--- src/rtl/memory_access_stage_pkg.sv ---
// ---------------------------------------------------------------------------
// memory_access_stage_pkg
// Shared pipeline definitions for the memory access stage:
//   MemSize               - access size encoding carried from Execute
//   MemAccessState        - memory transaction FSM states
//   MemAccessStagePipeReg - Execute -> Memory pipe register contents
//   PIPE_REG_RESET        - reset value of the pipe register
// Helper functions compute the force-aligned address and the misalignment
// condition for a given access size.
// ---------------------------------------------------------------------------
package memory_access_stage_pkg;

  localparam int STAGE_XLEN = 32;

  typedef enum logic [1:0] {
    MEM_SIZE_BYTE = 2'b00,
    MEM_SIZE_HALF = 2'b01,
    MEM_SIZE_WORD = 2'b10,
    MEM_SIZE_RSVD = 2'b11   // illegal encoding, handled as a word access
  } MemSize;

  typedef enum logic [1:0] {
    MA_IDLE      = 2'b00,
    MA_WAIT_RESP = 2'b01,
    MA_DRAIN     = 2'b10
  } MemAccessState;

  typedef struct packed {
    logic                  valid;
    logic [STAGE_XLEN-1:0] pc;
    logic [STAGE_XLEN-1:0] addr;
    logic [STAGE_XLEN-1:0] store_data;
    logic                  mem_read;
    logic                  mem_write;
    MemSize                mem_size;
    logic                  mem_unsigned;
    logic                  rd_write;
    logic [4:0]            rd_addr;
  } MemAccessStagePipeReg;

  localparam MemAccessStagePipeReg PIPE_REG_RESET = '0;

  // Clear the low address bits that a natural alignment of this size forbids.
  function automatic logic [STAGE_XLEN-1:0] force_align(
    input logic [STAGE_XLEN-1:0] addr,
    input MemSize                size
  );
    logic [STAGE_XLEN-1:0] aligned;
    aligned = addr;
    case (size)
      MEM_SIZE_BYTE: aligned = addr;
      MEM_SIZE_HALF: aligned[0] = 1'b0;
      default:       aligned[1:0] = 2'b00;
    endcase
    return aligned;
  endfunction

  function automatic logic is_misaligned(
    input logic [1:0] addr_low,
    input MemSize     size
  );
    logic mis;
    case (size)
      MEM_SIZE_BYTE: mis = 1'b0;
      MEM_SIZE_HALF: mis = addr_low[0];
      default:       mis = (addr_low != 2'b00);
    endcase
    return mis;
  endfunction

endpackage

--- src/rtl/memory_access_stage_mem_lane_align.sv ---
// ---------------------------------------------------------------------------
// mem_lane_align
// Purely combinational byte-lane steering for the memory access stage.
//   addr_low      in  address bits [1:0] (already force-aligned for size)
//   size          in  access size
//   load_unsigned in  zero-extend (1) or sign-extend (0) the load value
//   store_data    in  right-aligned store operand
//   load_word     in  raw 32-bit word returned by memory
//   store_wdata   out store operand replicated into every lane it may occupy
//   store_wstrb   out byte enables for the store
//   load_value    out extracted and extended load value
// ---------------------------------------------------------------------------
module mem_lane_align
  import memory_access_stage_pkg::*;
(
  input  logic [1:0]  addr_low,
  input  MemSize      size,
  input  logic        load_unsigned,
  input  logic [31:0] store_data,
  input  logic [31:0] load_word,
  output logic [31:0] store_wdata,
  output logic [3:0]  store_wstrb,
  output logic [31:0] load_value
);

  logic       is_byte;
  logic       is_half;
  logic [7:0] word_bytes [4];
  logic [7:0] load_byte;
  logic [15:0] load_half;

  assign is_byte = (size == MEM_SIZE_BYTE);
  assign is_half = (size == MEM_SIZE_HALF);

  genvar gi;
  generate
    for (gi = 0; gi < 4; gi++) begin : g_lane
      localparam logic [1:0] LANE = 2'(gi);

      // Replication means every lane already carries the right byte; the
      // strobe alone selects which lanes memory actually writes.
      assign store_wstrb[gi] = is_byte ? (addr_low == LANE) :
                               is_half ? (addr_low[1] == LANE[1]) :
                                         1'b1;
      assign store_wdata[gi*8 +: 8] = is_byte ? store_data[7:0] :
                                      is_half ? store_data[(gi%2)*8 +: 8] :
                                                store_data[gi*8 +: 8];
      assign word_bytes[gi] = load_word[gi*8 +: 8];
    end
  endgenerate

  always_comb begin
    load_byte = word_bytes[addr_low];
    load_half = addr_low[1] ? load_word[31:16] : load_word[15:0];
    case (size)
      MEM_SIZE_BYTE:
        load_value = {{24{~load_unsigned & load_byte[7]}}, load_byte};
      MEM_SIZE_HALF:
        load_value = {{16{~load_unsigned & load_half[15]}}, load_half};
      default:
        load_value = load_word;
    endcase
  end

endmodule

--- src/rtl/memory_access_stage.sv ---
// ---------------------------------------------------------------------------
// memory_access_stage
// Pipeline stage between Execute and WriteBack. Registers the Execute
// result, performs at most one load or store per instruction on a
// valid/ready request bus with a separate response-valid, and aligns and
// extends load data for WriteBack.
//
// Ports:
//   clk, rst            clock, asynchronous active-high reset
//   flush               kill the instruction held in this stage
//   ex_*                Execute outputs captured when stall = 0
//   stall               Execute must hold; this stage does not capture
//   dmem_req_*          request channel (word-aligned address, strobes)
//   dmem_resp_*         load response channel
//   wb_*                combinational bundle registered by WriteBack
//   misaligned_exc      one-cycle misaligned access pulse
//
// Build option: define MISALIGNED_EXC_EN to trap misaligned half/word
// accesses instead of force-aligning them.
// ---------------------------------------------------------------------------
module memory_access_stage
  import memory_access_stage_pkg::*;
#(
  parameter int XLEN = 32   // only 32 is supported
)(
  input  logic            clk,
  input  logic            rst,
  input  logic            flush,
  input  logic            ex_valid,
  input  logic [XLEN-1:0] ex_pc,
  input  logic [XLEN-1:0] ex_addr,
  input  logic [XLEN-1:0] ex_store_data,
  input  logic            ex_mem_read,
  input  logic            ex_mem_write,
  input  logic [1:0]      ex_mem_size,
  input  logic            ex_mem_unsigned,
  input  logic            ex_rd_write,
  input  logic [4:0]      ex_rd_addr,
  output logic            stall,
  output logic            dmem_req_valid,
  input  logic            dmem_req_ready,
  output logic [XLEN-1:0] dmem_req_addr,
  output logic            dmem_req_we,
  output logic [3:0]      dmem_req_wstrb,
  output logic [XLEN-1:0] dmem_req_wdata,
  input  logic            dmem_resp_valid,
  input  logic [XLEN-1:0] dmem_resp_rdata,
  output logic            wb_valid,
  output logic [XLEN-1:0] wb_pc,
  output logic            wb_rd_write,
  output logic [4:0]      wb_rd_addr,
  output logic [XLEN-1:0] wb_rd_value,
  output logic            misaligned_exc
);

  MemAccessState        state_reg;
  MemAccessState        state_next;
  MemAccessStagePipeReg pipe_reg;
  MemAccessStagePipeReg pipe_next;

  logic        is_mem_op;
  logic        misaligned;
  logic        use_load;
  logic [31:0] aligned_addr;
  logic [31:0] lane_wdata;
  logic [3:0]  lane_wstrb;
  logic [31:0] load_value;

  // -------------------------------------------------------------------------
  // Pipe register input
  // -------------------------------------------------------------------------
  always_comb begin
    pipe_next              = PIPE_REG_RESET;
    pipe_next.valid        = ex_valid & ~flush;
    pipe_next.pc           = ex_pc;
    pipe_next.addr         = ex_addr;
    pipe_next.store_data   = ex_store_data;
    pipe_next.mem_read     = ex_mem_read;
    pipe_next.mem_write    = ex_mem_write;
    pipe_next.mem_size     = MemSize'(ex_mem_size);
    pipe_next.mem_unsigned = ex_mem_unsigned;
    pipe_next.rd_write     = ex_rd_write;
    pipe_next.rd_addr      = ex_rd_addr;
  end

  // -------------------------------------------------------------------------
  // Address handling
  // -------------------------------------------------------------------------
  assign is_mem_op    = pipe_reg.mem_read | pipe_reg.mem_write;
  assign aligned_addr = force_align(pipe_reg.addr, pipe_reg.mem_size);

`ifdef MISALIGNED_EXC_EN
  assign misaligned = is_misaligned(pipe_reg.addr[1:0], pipe_reg.mem_size);
`else
  // Misaligned accesses are silently force-aligned and proceed.
  assign misaligned = 1'b0;
`endif

  mem_lane_align u_lane_align (
    .addr_low      (aligned_addr[1:0]),
    .size          (pipe_reg.mem_size),
    .load_unsigned (pipe_reg.mem_unsigned),
    .store_data    (pipe_reg.store_data),
    .load_word     (dmem_resp_rdata),
    .store_wdata   (lane_wdata),
    .store_wstrb   (lane_wstrb),
    .load_value    (load_value)
  );

  // -------------------------------------------------------------------------
  // Transaction control and output bundle
  // -------------------------------------------------------------------------
  always_comb begin
    state_next     = state_reg;
    stall          = 1'b0;
    dmem_req_valid = 1'b0;
    wb_valid       = 1'b0;
    wb_rd_write    = 1'b0;
    use_load       = 1'b0;
    misaligned_exc = 1'b0;

    case (state_reg)
      MA_IDLE: begin
        // A flush here drops the held instruction and withdraws any
        // request that has not yet been accepted.
        if (pipe_reg.valid && !flush) begin
          if (!is_mem_op) begin
            wb_valid    = 1'b1;
            wb_rd_write = pipe_reg.rd_write;
          end else if (misaligned) begin
            misaligned_exc = 1'b1;
            wb_valid       = 1'b1;
          end else begin
            dmem_req_valid = 1'b1;
            if (dmem_req_ready) begin
              if (pipe_reg.mem_read) begin
                state_next = MA_WAIT_RESP;
                stall      = 1'b1;
              end else begin
                wb_valid = 1'b1;   // store retires on acceptance
              end
            end else begin
              stall = 1'b1;
            end
          end
        end
      end

      MA_WAIT_RESP: begin
        if (dmem_resp_valid) begin
          // A flush coinciding with the response ends the transaction
          // here; there is nothing left to drain.
          state_next = MA_IDLE;
          if (!flush) begin
            wb_valid    = 1'b1;
            wb_rd_write = pipe_reg.rd_write;
            use_load    = 1'b1;
          end
        end else begin
          stall = 1'b1;
          if (flush) begin
            state_next = MA_DRAIN;
          end
        end
      end

      MA_DRAIN: begin
        // Swallow the response of the killed load before accepting new work.
        if (dmem_resp_valid) begin
          state_next = MA_IDLE;
        end else begin
          stall = 1'b1;
        end
      end

      default: begin
        state_next = MA_IDLE;
      end
    endcase
  end

  assign dmem_req_addr  = {aligned_addr[31:2], 2'b00};
  assign dmem_req_we    = pipe_reg.mem_write;
  assign dmem_req_wstrb = pipe_reg.mem_write ? lane_wstrb : 4'b0000;
  assign dmem_req_wdata = pipe_reg.mem_write ? lane_wdata : 32'h0;

  assign wb_pc       = pipe_reg.pc;
  assign wb_rd_addr  = pipe_reg.rd_addr;
  assign wb_rd_value = use_load ? load_value : pipe_reg.addr;

  // -------------------------------------------------------------------------
  // State
  // -------------------------------------------------------------------------
  always_ff @(posedge clk or posedge rst) begin
    if (rst) begin
      state_reg <= MA_IDLE;
      pipe_reg  <= PIPE_REG_RESET;
    end else begin
      state_reg <= state_next;
      if (!stall) begin
        pipe_reg <= pipe_next;
      end
    end
  end

endmodule
--- config.mk ---
export PLATFORM = sky130hd
export DESIGN_NAME = memory_access_stage
export DESIGN_NICKNAME = d
export VERILOG_FILES = /design/src/rtl/memory_access_stage_pkg.sv /design/src/rtl/memory_access_stage_mem_lane_align.sv /design/src/rtl/memory_access_stage.sv
export SDC_FILE = /design/constraint.sdc
export NUM_CORES = 1
export LEC_CHECK = 0
export ABC_AREA = 1
export CAP_MARGIN = 5
export CORE_ASPECT_RATIO = 1.25
export CORE_MARGIN = 5
export CORE_UTILIZATION = 40
export CTS_BUF_LIST = sky130_fd_sc_hd__clkbuf_2
export CTS_CLUSTER_DIAMETER = 40
export CTS_CLUSTER_SIZE = 12
export DETAILED_ROUTE_END_ITERATION = 10
export PLACE_DENSITY = 0.84
export REMOVE_ABC_BUFFERS = 1
export SYNTH_ARGS = -nofsm -noshare
export SYNTH_HDL_FRONTEND = slang
export SYNTH_SLANG_ARGS = --single-unit
--- constraint.sdc ---
create_clock -name clk -period 4.35 [get_ports clk]
set_input_delay 0.87 -clock clk [delete_from_list [all_inputs] [get_ports clk]]
set_output_delay 0.87 -clock clk [all_outputs]
set_load 0.05 [all_outputs]
Word-level counts from Yosys, hierarchy flattened --
Cells that the tools add are included.
Storage, ports and cells: flip-flop bits (word level) 110, bits in latches 0, memory bits (writable) 0, memory bits (read-only) 0, logic and storage cells 91, memories 0
Operators by class: add/sub/neg operators 0, multiply operators 0, div/mod/pow operators 0, magnitude comparators 1, equality and inequality tests 12, shifts and indexed selects 0, mux-type cells 51, bitwise logic cells 8, reductions and logical operators 8
Operator list (count):
- two-way mux 32 bit | 2
- case mux 32 bit (2 select lines) | 1
- two-way mux 8 bit | 7
- two-way mux 1 bit | 27
- binary-select mux 8 bit (select 2 bit) | 1
- two-way mux 16 bit | 1
- two-way mux 2 bit | 7
- inequality test 2 bit, second input constant | 5
- == test 2 x 1 -> 1 bit, second input constant | 3
- == test 2 bit, second input constant | 3
- zero test 2 bit | 3
- case mux 1 bit (2 select lines) | 3
- case mux 2 bit (3 select lines) | 1
- AND reduction 6 bit | 1
- two-way mux 4 bit | 1
- OR reduction 2 bit | 2
- AND 1 bit | 3
- >= comparator 3 bit, second input constant | 1
- inequality test 3 bit, second input constant | 1
- NOT 1 bit | 3
- NOT 2 -> 3 bit | 1
- logical AND 1 bit | 1
- zero test 1 bit | 1
- OR 1 bit | 1

Longest topological paths before layout --
Gate-level depths: netlist of run 1.
depth in word-level cells 10, depth in mapped cells 14, depth with buffers taken out 12

By module --
Synthesis of run 1 repeated with hierarchy kept, for this count alone.
Second synthesis, totals: cells, all modules 998, area total of the unflattened synthesis 7140.6 µm²
Modules (own cells, without submodules):
- memory_access_stage | times used 1, cells an instance 702, area each 5734.2 µm²
- mem_lane_align | times used 1, cells an instance 296, area each 1406.3 µm²

Worst setup path before layout of run 1 --
Ideal clock, no wire load.
kind input to output, from input flush, to output wb_rd_value[0], data arrival time 2.407 ns, data required time 3.480 ns, path slack 1.073 ns, stages on the path 5, buffers on the path 1, path through nor2_1 > nand2_1 > inv_1 > clkbuf_1 > o21ai_0
On the way: word-level cells in the longest chain between the ends 4
Ends and longest elaborated chain:
- start: declaration | line memory_access_stage.sv:28 | input logic flush,
- two-way mux 1 bit | line memory_access_stage.sv:154 | if (!flush) begin
- two-way mux 1 bit | line memory_access_stage.sv:150 | if (dmem_resp_valid) begin
- two-way mux 1 bit | line memory_access_stage.sv:122 | case (state_reg)
- two-way mux 32 bit | line memory_access_stage.sv:189 | assign wb_rd_value = use_load ? load_value : pipe_reg.addr;
- end: declaration | line memory_access_stage.sv:52 | output logic [XLEN-1:0] wb_rd_value,
Every way passes these cells.

Worst setup path after layout of run 1 --
from register pipe_reg[8] (netlist bit), to output dmem_req_wdata[31]
On the way: word-level cells in the longest chain between the ends 4, elaborated cells on any way between the ends 5
Ends and longest elaborated chain:
- start: declaration | line memory_access_stage.sv:58 | MemAccessStagePipeReg pipe_reg;
- start signal: assignment | line memory_access_stage.sv:201 | pipe_reg <= pipe_next;
- == test 2 x 1 -> 1 bit | line memory_access_stage_mem_lane_align.sv:33 | assign is_half = (size == MEM_SIZE_HALF);
- two-way mux 8 bit | line memory_access_stage_mem_lane_align.sv:46 | is_half ? store_data[(gi%2)*8 +: 8] :
- two-way mux 8 bit * | line memory_access_stage_mem_lane_align.sv:45 | assign store_wdata[gi*8 +: 8] = is_byte ? store_data[7:0] :
- two-way mux 32 bit * | line memory_access_stage.sv:185 | assign dmem_req_wdata = pipe_reg.mem_write ? lane_wdata : 32'h0;
- end: declaration | line memory_access_stage.sv:45 | output logic [XLEN-1:0] dmem_req_wdata,
Every way passes the cells marked *; elsewhere a longest branch is shown, timed or not.

==> impl_results.md, run 1 <==
- Worst r2r src: dmem_req_we$_DFFE_PP0N_
- Asr flop ratio synth: 1.00
- Sink Count: 110
- Number of remaining DRC errors: 0
- CTS tree: done
- Vias in the first global route: 6,252
- Post-cts repair resize count: 0
- # IOs: 288
- EDFF count, synth: 0
- Commonest cells in the netlist: nand2_1, dfrtp_1, inv_1, buf_4, o21ai_0
- Period utilization: 0.951
- DRT iter0 DRCs: 384
- Share of the synthesized area in the top cell type: 0.422
- Syn avg cell area: 7.16 um2
- RSZ-0062 raised after global routing: false
- WS Path Type: reg2out
- Max Cap Viol: 0
- WL per Instance: 16.3 um
- Largest net degree at the start of global routing: 151
- Synth Warn #: 0
- Sequential area share after synthesis: 0.422
- Core area: 16,100 um2
- Num CTS Buffers: 9
- Worst Hold Class: reg2reg
- Starting Density: 0.404
- Remaining antenna violation count: 0
- Reg2Reg Depth: 11
- Tmin final: 4.14 ns
- Crit path DAT: 3.27 ns
- Worst Path Required: 3.48 ns
- Final Setup Violations: 0
- Postcts setup bufs: 0
- P&R area growth vs syn: 40.2%
- Crit-path max cell delay: 0.81 ns
- Fin. Hold Viols: 0
- Status: completed
- Antenna violations before repair: 2
- CP Capture Point: dmem_req_wdata[31]
- Count leader, synth: nand2_1
- Cell area after synthesis: 6520 um2
- CP Launch Point: pipe_reg[8]$_DFFE_PP0N_
- Yosys reg bits: 110
- Post-DP HPWL: 16,200 um
- Synth top area cells: dfrtp_1, nand2_1, buf_4
- Final core occ: 0.566
- Max Slew Vio Count: 0
- Routed wire length: 21,600 um
- Final cell count without fillers: 1,324
- Biggest area consumer among synthesized cells: dfrtp_1
- Layout cells sized above 1: 0.0759
- Port Buffer Count: 284
- Routed vias/inst: 4.82
- Gr usage total: 0.227
- Pre-antenna DRT Iters: 5
- Dpl ws: 0.542 ns
- GP Congestion: 0.903
- Cell Rows: 52
- Final net count: 1,251
- Hold buffer count at CTS: 0
- Clock latency on the worst-skew pair: 0.64 ns
- Headroom to the max-slew limit: 0.520
- CP max FO: 24
- Slew @ Worst Pin: 0.720 ns
- H-tree depth: 3
- Startpoint types: register
- Placed Cells: 1,307
- Max frequency: 242 MHz
- First-pass GRT wire length: 33,400 um
- Die X: 124 um
- Netlist cell types: 31
- Cell chain of the critical path: inv_4 -> nand2_1 -> buf_4 -> nor2_1 -> o21ai_0 -> inv_1 -> clkdlybuf4s50_1
- Worst setup margin: 0.211 ns
- Setup_tns: 0 ns
- GRT Residual Overflow: 0
- Layout Skew: 0.0399 ns
- Worst R2R End: wb_pc[23]$_DFFE_PP0N_
- Endpoint class of the critical path: primary output
- CTS clk-pin slew, worst paths: 0.32 ns
- Ys flop type: dfrtp_1
- Root Driver: clkbuf_2
- Cells after Synth: 911
- CTS Buffer Depth: 2
- Max reg flops: 40
- Die Y: 153 um
- FF-to-FF setup slack: 1.99 ns
- Die area: 19,000 um2
- Vias: 6,378
- Slowest-stage cell, CP: clkdlybuf4s50_1
final cells by class:
type | instances | area, um2
clock inverter | 7 | 111
multi-input combinational | 591 | 2580
inverter | 97 | 372
clock buffer | 9 | 45.0
sequential | 110 | 2750
fill | 1499 | 7000
timing repair buffer | 293 | 3010
tap | 216 | 270
antenna | 1 | 2.50
worst max-delay path, delay by kind of cell, from the launching register on:
kind                   cells  cell delay (ns)
flip-flops                 1             0.66
buffers and inverters      4             1.45
AO/OA/AOI/OAI              1             0.10
AND/OR/NAND/NOR            2             0.40
cell families (layout without fill, tap and decap cells):
logic type,Yosys count,count (layout),synth area share
buffers and inverters,212,406,0.184
adders and majority gates,4,4,0.00768
and+or+nand+nor,448,448,0.277
other,1,4,0.000575
AOI/OAI and AO/OA,136,136,0.109
DFF,110,110,0.422
how the worst min path moves through the flow:
stage / from / end / slack [ns] / cells past startpoint
CTS: wb_pc[26]$_DFFE_PP0N_ / wb_pc[26]$_DFFE_PP0N_ / 0.52 / 2
detailed placement: wb_pc[22]$_DFFE_PP0N_ / wb_pc[22]$_DFFE_PP0N_ / 0.46 / 2
finish: wb_pc[26]$_DFFE_PP0N_ / wb_pc[26]$_DFFE_PP0N_ / 0.51 / 2
global placement: pipe_reg[34]$_DFFE_PP0N_ / pipe_reg[34]$_DFFE_PP0N_ / 0.45 / 2
global route: wb_pc[26]$_DFFE_PP0N_ / wb_pc[26]$_DFFE_PP0N_ / 0.53 / 2
floorplan: pipe_reg[34]$_DFFE_PP0N_ / pipe_reg[34]$_DFFE_PP0N_ / 0.44 / 2
metal layers:
layer / track usage / vias to the layer above / routed length [um]
met4: 0.105 / 2 / 884
li1: - / 3111 / -
met1: 0.273 / 2955 / 8330
met3: 0.0498 / 55 / 1630
met2: 0.381 / 255 / 10700
met5: 0 / - / 7
per-stage QoR:
step / hold slack, ns / area [um2]
after global routing: 0.525 / 9140
after global placement: 0.451 / 8980
after CTS: 0.517 / 9140
final: 0.515 / 9140
after floorplan: 0.437 / 5700
after detailed placement: 0.459 / 8980
placed cells by master (no fill, tap or decap), types with 4 or more instances in the layout:
cell type	instances
nand2_2	4
o22ai_1	4
buf_4	28
buf_12	14
inv_2	5
o21ai_1	15
inv_1	89
o21ai_0	68
a21oi_1	40
nand2_1	368
dfrtp_1	109
nand3_1	20
clkbuf_2	9
ha_1	4
clkdlybuf4s50_1	250
nand3_2	6
nor2_1	41
Power of run 1 is left out: the tool's default activity adds up to more than one toggle a clock period on the data nets, which glitch-free logic cannot reach.
==> run 2, diff against run 1 <==
--- a/config.mk
+++ b/config.mk
@@ -14,6 +14,7 @@
 export CTS_CLUSTER_DIAMETER = 40
 export CTS_CLUSTER_SIZE = 12
 export DETAILED_ROUTE_END_ITERATION = 10
+export GPL_TIMING_DRIVEN = 0
 export PLACE_DENSITY = 0.84
 export REMOVE_ABC_BUFFERS = 1
 export SYNTH_ARGS = -nofsm -noshare
==> run 2 against run 1 <==
Hold slack lost 0.0027 ns. Routed wire length grew 2.7%. Design area shrank 2.0%. Worst setup slack gained 0.059 ns. Flip-flop and latch count is the same. Sequential share of layout area grew 0.68 points. Critical path depth grew 1. Highest routed layer is now met4.
==> impl_results.md, run 2 (same netlist as run 1, synthesis figures left out) <==
- GRT Residual Overflow: 0
- CTS tree: done
- Final Setup Violations: 0
- Most frequent cell on the critical path: inv_1
- Cell Rows: 52
- Cell chain of the critical path: inv_1 -> ha_1 -> inv_1 -> nor2_1 -> nand2_2 -> clkinvlp_4 -> o21ai_0 -> clkdlybuf4s50_1
- First-pass GRT wire length: 33,800 um
- Crit path DAT: 3.21 ns
- Top Family by Delay on Critical Path: buffers and inverters
- Fin. Hold Viols: 0
- CP Depth: 8
- Routed wire length: 22,200 um
- Critical path buffers and inverters: 4
- H-tree depth: 3
- Slew @ Worst Pin: 0.872 ns
- Commonest non-fill, non-tap cell in the layout: nand2_1
- Clock latency on the worst-skew pair: 0.65 ns
- Port Buffer Count: 284
- RSZ-0062 raised after global routing: true
- Die X: 124 um
- CTS clk-pin slew, worst paths: 0.31 ns
- Max Cap Viol: 0
- Vias in the first global route: 6,167
- Tmin final: 4.08 ns
- Post-DP HPWL: 15,600 um
- Period utilization: 0.938
- Root Driver: clkbuf_2
- P&R area growth vs syn: 37.4%
- Starting Density: 0.404
- Most frequent cells in the layout: nand2_1, clkdlybuf4s50_1, dfrtp_1
- Worst r2r src: dmem_req_we$_DFFE_PP0N_
- Worst Path Required: 3.48 ns
- Vias: 6,331
- Worst Hold Class: in2async
- Routed vias/inst: 4.80
- Hold buffer count at CTS: 0
- Core area: 16,100 um2
- CTS Buffer Depth: 2
- Max reg flops: 40
- Reg2Reg Depth: 9
- Pre-antenna DRT Iters: 5
- CP Launch Point: state_reg[1]$_DFFE_PP0P_
- Num CTS Buffers: 9
- Max frequency: 245 MHz
- Die Y: 153 um
- Die area: 19,000 um2
- Max Slew Vio Count: 0
- Min Hold Slack: 0.512 ns
- # IOs: 288
- DRT iter0 DRCs: 473
- Fillers: 1,552
- Final net count: 1,246
- Status: completed
- Startpoint types: register
- Layout Skew: 0.0475 ns
- Antenna violations before repair: 1
- Gr usage total: 0.231
- CP max FO: 16
- WL per Instance: 16.8 um
- Number of remaining DRC errors: 0
- Sink Count: 110
- Endpoint class of the critical path: primary output
- Remaining antenna violation count: 0
- WS Path Type: reg2out
- Crit-path max cell delay: 0.85 ns
- GP Congestion: 0.813
- Layout cells sized above 1: 0.0662
- Worst setup margin: 0.270 ns
- Largest net degree at the start of global routing: 86
- Dpl ws: -1.18 ns
- Headroom to the max-slew limit: 0.418
- Slowest-stage cell, CP: clkdlybuf4s50_1
-- run 2: per-stage QoR --
| stage | util | instance area (um2) | TNS (ns) | cells |
|---|---|---|---|---|
| detailed placement | 0.550 | 8880 | -1.18 | 1300 |
| global route | 0.555 | 8960 | 0 | 1319 |
| CTS | 0.558 | 9000 | 0 | 1318 |
| global placement | 0.546 | 8810 | -165.76 | 1298 |
| floorplan | - | 5700 | 0 | 798 |
| finish | 0.555 | 8960 | 0 | 1319 |
-- run 2: per-layer routing --
layer / vias up / track usage / wire [um]
li1: 3094 / - / -
met1: 2909 / 0.277 / 8490
met2: 272 / 0.386 / 11000
met3: 56 / 0.0494 / 1710
met4: 0 / 0.118 / 997
met5: - / 0 / 0
-- run 2: layout make-up --
cell class | instances | area [um2] | area share
Antenna cell | 1 | 2.50 | 0.000279
Clock inverter | 6 | 46.3 | 0.00517
Timing Repair Buffer | 287 | 2820 | 0.315
Multi-Input combinational cell | 592 | 2610 | 0.291
Inverter | 97 | 397 | 0.0443
Tap cell | 216 | 270 | 0.0302
Clock buffer | 10 | 50.0 | 0.00559
Sequential cell | 110 | 2760 | 0.308
-- run 2: path summary, 6_finish.rpt --
| path | end | slack [ns] |
|---|---|---|
| max in group asynchronous | pipe_reg[8]$_DFFE_PP0N_ | 3.09 |
| hold reg to reg | wb_pc[19]$_DFFE_PP0N_ | 0.51 |
| setup reg to reg | wb_pc[13]$_DFFE_PP0N_ | 1.96 |
| min in group clk | wb_pc[19]$_DFFE_PP0N_ | 0.51 |
| hold / removal | wb_pc[21]$_DFFE_PP0N_ | 0.51 |
| setup / recovery | wb_rd_value[0] | 0.27 |
-- run 2: worst reg2reg max path, stage by stage, from the launching register on --
cell,delay (ns)
dfrtp_4,0.68
inv_4,0.26
nand2_1,0.11
inv_2,0.09
nor2_4,0.04
nand2_1,0.08
nand2_2,0.13
nand2_4,0.66
nand2_1,0.16
nand2_1,0.12
-- run 2: what timing repair did --
action                     4_1_cts  5_1_grt
buffers inserted                 1        0
pin swaps                        1        0
setup endpoints to repair       45       33
gates resized for setup         43       51
cloned                           1        0
Power of run 2 is left out for the same reason.
